File: src/rtl/hwpe_subsys_pkg.sv
// Shared types and constants for the HWPE subsystem control path.
package hwpe_subsys_pkg;

    typedef enum logic [2:0] {
        RUN       = 3'd0,
        DRAIN     = 3'd1,
        GATE_PRE  = 3'd2,
        SWITCH    = 3'd3,
        GATE_POST = 3'd4
    } hwpe_sel_state_e;

    localparam int HWPE_SEL_RESET = 0;

endpackage

File: src/rtl/hwpe_outstanding_cnt.sv
// Saturating up/down counter of in-flight bus transactions with full/empty flags.
module hwpe_outstanding_cnt #(
    parameter int MAX_COUNT = 4,
    parameter int CNT_W     = $clog2(MAX_COUNT + 1)
) (
    input  logic clk,
    input  logic rst,
    input  logic inc,
    input  logic dec,
    output logic full,
    output logic empty
);

    logic [CNT_W-1:0] count_reg, count_next;

    assign full  = (count_reg == CNT_W'(MAX_COUNT));
    assign empty = (count_reg == '0);

    // Simultaneous inc/dec cancel; both ends saturate instead of wrapping.
    always_comb begin
        count_next = count_reg;
        if (inc && !dec && !full) begin
            count_next = count_reg + CNT_W'(1);
        end else if (dec && !inc && !empty) begin
            count_next = count_reg - CNT_W'(1);
        end
    end

    always_ff @(posedge clk) begin
        if (rst) begin
            count_reg <= '0;
        end else begin
            count_reg <= count_next;
        end
    end

endmodule

File: src/rtl/hwpe_sel_ctrl.sv
// HWPE selection sequencer: drains the active HWPE, gates the clock and
// swaps the static mux selection, stalling the config bus while doing so.
module hwpe_sel_ctrl
    import hwpe_subsys_pkg::*;
#(
    parameter int N_HWPES         = 2,
    parameter int SEL_W           = $clog2(N_HWPES),
    parameter int MAX_OUTSTANDING = 4,
    parameter int GATE_CYCLES     = 2,
    parameter int RESET_SEL       = HWPE_SEL_RESET
) (
    input  logic             clk,
    input  logic             rst,
    input  logic             en_i,
    input  logic             sel_req_valid_i,
    input  logic [SEL_W-1:0] sel_req_i,
    output logic             sel_req_ready_o,
    output logic             sel_req_err_o,
    input  logic             cfg_req_i,
    input  logic             cfg_gnt_i,
    input  logic             cfg_rvalid_i,
    output logic             cfg_stall_o,
    input  logic             hwpe_busy_i,
    output logic             hwpe_en_o,
    output logic [SEL_W-1:0] hwpe_sel_o,
    output logic             switching_o
);

    localparam int          GW        = (GATE_CYCLES > 1) ? $clog2(GATE_CYCLES) : 1;
    localparam logic [GW-1:0] GATE_LOAD = GW'(GATE_CYCLES - 1);
    localparam logic [31:0] N_HWPES_U = 32'(N_HWPES);

    hwpe_sel_state_e  state_reg, state_next;
    logic [SEL_W-1:0] sel_reg, sel_next;
    logic [SEL_W-1:0] target_reg, target_next;
    logic [GW-1:0]    gate_cnt_reg, gate_cnt_next;
    logic             err_reg, err_next;

    logic accept;
    logic req_in_range;
    logic cfg_inc;
    logic cnt_full;
    logic cnt_empty;

    assign accept       = sel_req_valid_i && sel_req_ready_o;
    assign req_in_range = (32'(sel_req_i) < N_HWPES_U);
    assign cfg_inc      = cfg_req_i && cfg_gnt_i && !cfg_stall_o;

    hwpe_outstanding_cnt #(
        .MAX_COUNT (MAX_OUTSTANDING)
    ) u_outstanding (
        .clk   (clk),
        .rst   (rst),
        .inc   (cfg_inc),
        .dec   (cfg_rvalid_i),
        .full  (cnt_full),
        .empty (cnt_empty)
    );

    assign sel_req_ready_o = !rst && (state_reg == RUN);
    assign sel_req_err_o   = err_reg;
    assign cfg_stall_o     = cnt_full || (state_reg != RUN);
    assign switching_o     = (state_reg != RUN);
    assign hwpe_sel_o      = sel_reg;

    // The active HWPE keeps its clock while draining so it can finish its job.
    assign hwpe_en_o = !rst && en_i && ((state_reg == RUN) || (state_reg == DRAIN));

    always_comb begin
        state_next    = state_reg;
        sel_next      = sel_reg;
        target_next   = target_reg;
        gate_cnt_next = gate_cnt_reg;
        err_next      = 1'b0;
        unique case (state_reg)
            RUN: begin
                if (accept) begin
                    if (!req_in_range) begin
                        err_next = 1'b1;
                    end else if (sel_req_i != sel_reg) begin
                        target_next = sel_req_i;
                        state_next  = DRAIN;
                    end
                end
            end
            DRAIN: begin
                // Busy is only trusted here; once gated it may float.
                if (!hwpe_busy_i && cnt_empty) begin
                    state_next    = GATE_PRE;
                    gate_cnt_next = GATE_LOAD;
                end
            end
            GATE_PRE: begin
                if (gate_cnt_reg == '0) begin
                    state_next = SWITCH;
                end else begin
                    gate_cnt_next = gate_cnt_reg - GW'(1);
                end
            end
            SWITCH: begin
                sel_next      = target_reg;
                state_next    = GATE_POST;
                gate_cnt_next = GATE_LOAD;
            end
            GATE_POST: begin
                if (gate_cnt_reg == '0) begin
                    state_next = RUN;
                end else begin
                    gate_cnt_next = gate_cnt_reg - GW'(1);
                end
            end
            default: begin
                state_next = RUN;
            end
        endcase
    end

    always_ff @(posedge clk) begin
        if (rst) begin
            state_reg    <= RUN;
            sel_reg      <= SEL_W'(RESET_SEL);
            target_reg   <= SEL_W'(RESET_SEL);
            gate_cnt_reg <= '0;
            err_reg      <= 1'b0;
        end else begin
            state_reg    <= state_next;
            sel_reg      <= sel_next;
            target_reg   <= target_next;
            gate_cnt_reg <= gate_cnt_next;
            err_reg      <= err_next;
        end
    end

endmodule
File: config.mk
export PLATFORM = sky130hd
export DESIGN_NAME = hwpe_sel_ctrl
export DESIGN_NICKNAME = d
export VERILOG_FILES = /design/src/rtl/hwpe_subsys_pkg.sv /design/src/rtl/hwpe_outstanding_cnt.sv /design/src/rtl/hwpe_sel_ctrl.sv
export SDC_FILE = /design/constraint.sdc
export NUM_CORES = 1
export LEC_CHECK = 0
export ABC_AREA = 1
export BUFFER_PORTS_ARGS = -buffer_cell sky130_fd_sc_hd__buf_4
export CORE_AREA = 2 2 39 41
export CTS_BUF_LIST = sky130_fd_sc_hd__clkbuf_2
export CTS_CLUSTER_DIAMETER = 150
export DETAILED_ROUTE_END_ITERATION = 8
export DIE_AREA = 0 0 41 43
export HOLD_SLACK_MARGIN = 0.02
export PLACE_DENSITY = 0.73
export REMOVE_ABC_BUFFERS = 1
export SLEW_MARGIN = 5
export SYNTH_ARGS = -nofsm -noshare
export SYNTH_HDL_FRONTEND = slang
export SYNTH_SLANG_ARGS = --single-unit
File: constraint.sdc
create_clock -name clk -period 2.7 [get_ports clk]
set_input_delay 0.54 -clock clk [delete_from_list [all_inputs] [get_ports clk]]
set_output_delay 0.54 -clock clk [all_outputs]
set_load 0.005 [all_outputs]
==> reports/metrics.csv <==
metric,value,unit
WL final,984,um
Hold Path Cell Cnt,2,
Placer Congestion,0.7310,
n_diodes,0,
Setup crit start kind,input port,
Crit Path Max Fanout,7,
Vert. Die Dim,43,um
Final Power,637.2,uW
fin util,0.4910,
RSZ-0062 raised after global routing,false,
First-pass DRT Iterations,4,
minimum clock period,1.677,ns
Worst Hold Path EP,gate_cnt_reg,
outcome,completed,
fin. max-slew vios,0,
Initial Util,0.3969,
Sw Pwr,276.3,uW
GRT Util Overall,0.1345,
Root Buffer Master,clkbuf_2,
die width,41,um
core footprint,0.001384,mm2
number of global-route vias before repair,430,
r2r setup slk,1.07,ns
Via Count,532,
sw frac,0.4337,
Clock power frac,0.133,
final count of hold timing violations,0,
Residual DRC,0,
Comb pwr share,0.530,
Mapped Avg Cell Area,6.699,um2
clock-pin slew of the registers on the worst-case setup and hold paths,0.09,ns
complex-gate fraction of the synthesized area,0.1390,
Static Leak,0.0003310,uW
Overflow after GRT,0,
Synth-to-Final Area Change,23.69,%
Num CTS Buffers,3,
Hold Crit Class,reg -> reg,
Fmax,0.5962,GHz
initial antenna violation count,0,
R2R cell count,9,
H-tree levels,1,
"Net count, final",109,
Final Cycle Share,0.6212,
Die ar.,0.001763,mm2
Layout Skew,0.001926,ns
# rows,14,
largest family of logic cells by synthesized area,simple AND/OR/NAND/NOR gates,
final setup TNS,0,ns
R2R Path End,u_outstanding.count_reg[2],
Sequential Power Share,0.338,
arrival time worst endpoint,1.14,ns
Yosys cell types,21,
# clock sinks,9,
Max IR drop VDD,433.6,uV
CTS resizes,0,
Synth Instances,82,
Iter 0 DRT Violations,9,
TritonCTS clock tree,built,
vias per std cell,4.667,
post-CTS setup repair buffer count,0,
largest net degree at the start of global routing,8,
final setup fails,0,
Simple-Gate Fraction of Synth Area,0.3667,
internal power,360.9,uW
hold-fix buffers at CTS,0,
global-route wire length before repair,1649,um
max_cap viols,0,
synthesized area,549.3,um2
crit path kind,in -> out,
I/O pins,15,
HPWL after DPL,796.9,um
post-synthesis adder-cell area fraction,0.03645,
reg2reg start,state_reg[2],
CP required,2.16,ns
Setup crit end kind,primary output,
post-synthesis sequential area ratio,0.3280,
HP Start,gate_cnt_reg,
warning count from the yosys run,0,
"antenna viol nets, final",0,
clk_lat worst skew,0.24,ns
layout cell share with drive strength beyond 1,0.3163,
Clock Tree Buf Depth,2,
mux share of post-synthesis cell area,0,
# port buffers,13,
Yosys reg bits,9,
Wirelength per Cell,8.632,um
PD cells,937.9,mW/mm2
XOR/XNOR share of the synthesized area,0,
## critical path, stage by stage
cell     delay (ns)
buf_4          0.14
inv_1          0.17
nand2_1        0.08
nor2_1         0.10
buf_4          0.11
## power groups by stage
stage,Sequential (uW),Clock (uW),Combinational (uW)
4_1_cts,216,88.2,341
5_1_grt,223,92.1,394
3_3_place_gp,220,0,336
3_5_place_dp,219,0,338
6_report,215,84.5,337
2_1_floorplan,211,0,246
## stage by stage
stage	instance area (um2)	hold slack [ns]	std cells	setup slack (ns)
3_5_place_dp	659.4	0.4689	110	0.9783
3_3_place_gp	659.4	0.4653	110	1.009
5_1_grt	679.4	0.4871	114	0.8975
2_1_floorplan	541.8	0.4464	81	1.124
4_1_cts	679.4	0.4824	114	1.004
6_report	679.4	0.4792	114	1.023
## layout by cell type, fill, tap and decap left out, types with 3 or more instances in the layout
cell type	instances
dfxtp_1	9
clkbuf_2	4
nor2_1	10
o21ai_1	4
nand2_1	13
inv_2	6
nand3_1	8
buf_4	13
inv_1	10
a21oi_1	7
nand2_2	3
## final cells by class
cell class                 count  area [um2]
multi-input combinational     56       301.5
fill                         148       704.4
timing repair buffer          13       97.59
sequential                     9       180.2
inverter                      16       60.06
tap                           16       20.02
clock buffer                   4       20.02
## worst max path at each step
| stage | from | end | slack [ns] | cells past startpoint |
|---|---|---|---|---|
| finish | rst | hwpe_en_o | 1.02 | 5 |
| global route | u_outstanding.count_reg[0] | cfg_stall_o | 0.90 | 4 |
| CTS | rst | hwpe_en_o | 1.00 | 5 |
| detailed placement | cfg_req_i | u_outstanding.count_reg[2] | 0.98 | 9 |
| global placement | cfg_req_i | u_outstanding.count_reg[2] | 1.01 | 9 |
| floorplan | cfg_req_i | u_outstanding.count_reg[2] | 1.12 | 8 |
## metal layers
layer	track usage	part of all wire
met5	0	0
met4	0.06000	0
met3	0.04712	0.067
met2	0.1719	0.42
met1	0.1974	0.51
## kinds of logic (layout without fill, tap and decap cells)
group           Yosys count  after routing
buf+inv                  17             33
fa+ha+maj                 1              1
other cells               1              1
compound gates           14             14
flops                     9              9
simple gates             40             40
## synthesized netlist by cell type
| cell type | count | area share |
|---|---|---|
| nand2_1 | 13 | 0.089 |
| o21ai_1 | 4 | 0.036 |
| conb_1 | 1 | 0.0068 |
| o21ai_0 | 1 | 0.0091 |
| o41ai_1 | 1 | 0.016 |
| nand2_4 | 1 | 0.020 |
| inv_2 | 6 | 0.041 |
| nand3_2 | 1 | 0.018 |
| nand2_2 | 3 | 0.034 |
| nor2_2 | 1 | 0.011 |
| buf_4 | 1 | 0.014 |
| dfxtp_1 | 9 | 0.33 |
| o211ai_1 | 1 | 0.014 |
| fa_1 | 1 | 0.036 |
| nor3_1 | 1 | 0.0091 |
| nand4_2 | 1 | 0.023 |
| inv_1 | 10 | 0.068 |
| a21oi_1 | 7 | 0.064 |
| nand3_1 | 8 | 0.073 |
| nor2_1 | 10 | 0.068 |
| nor2_4 | 1 | 0.020 |
No activity file was read; power rests on OpenSTA's default activity.
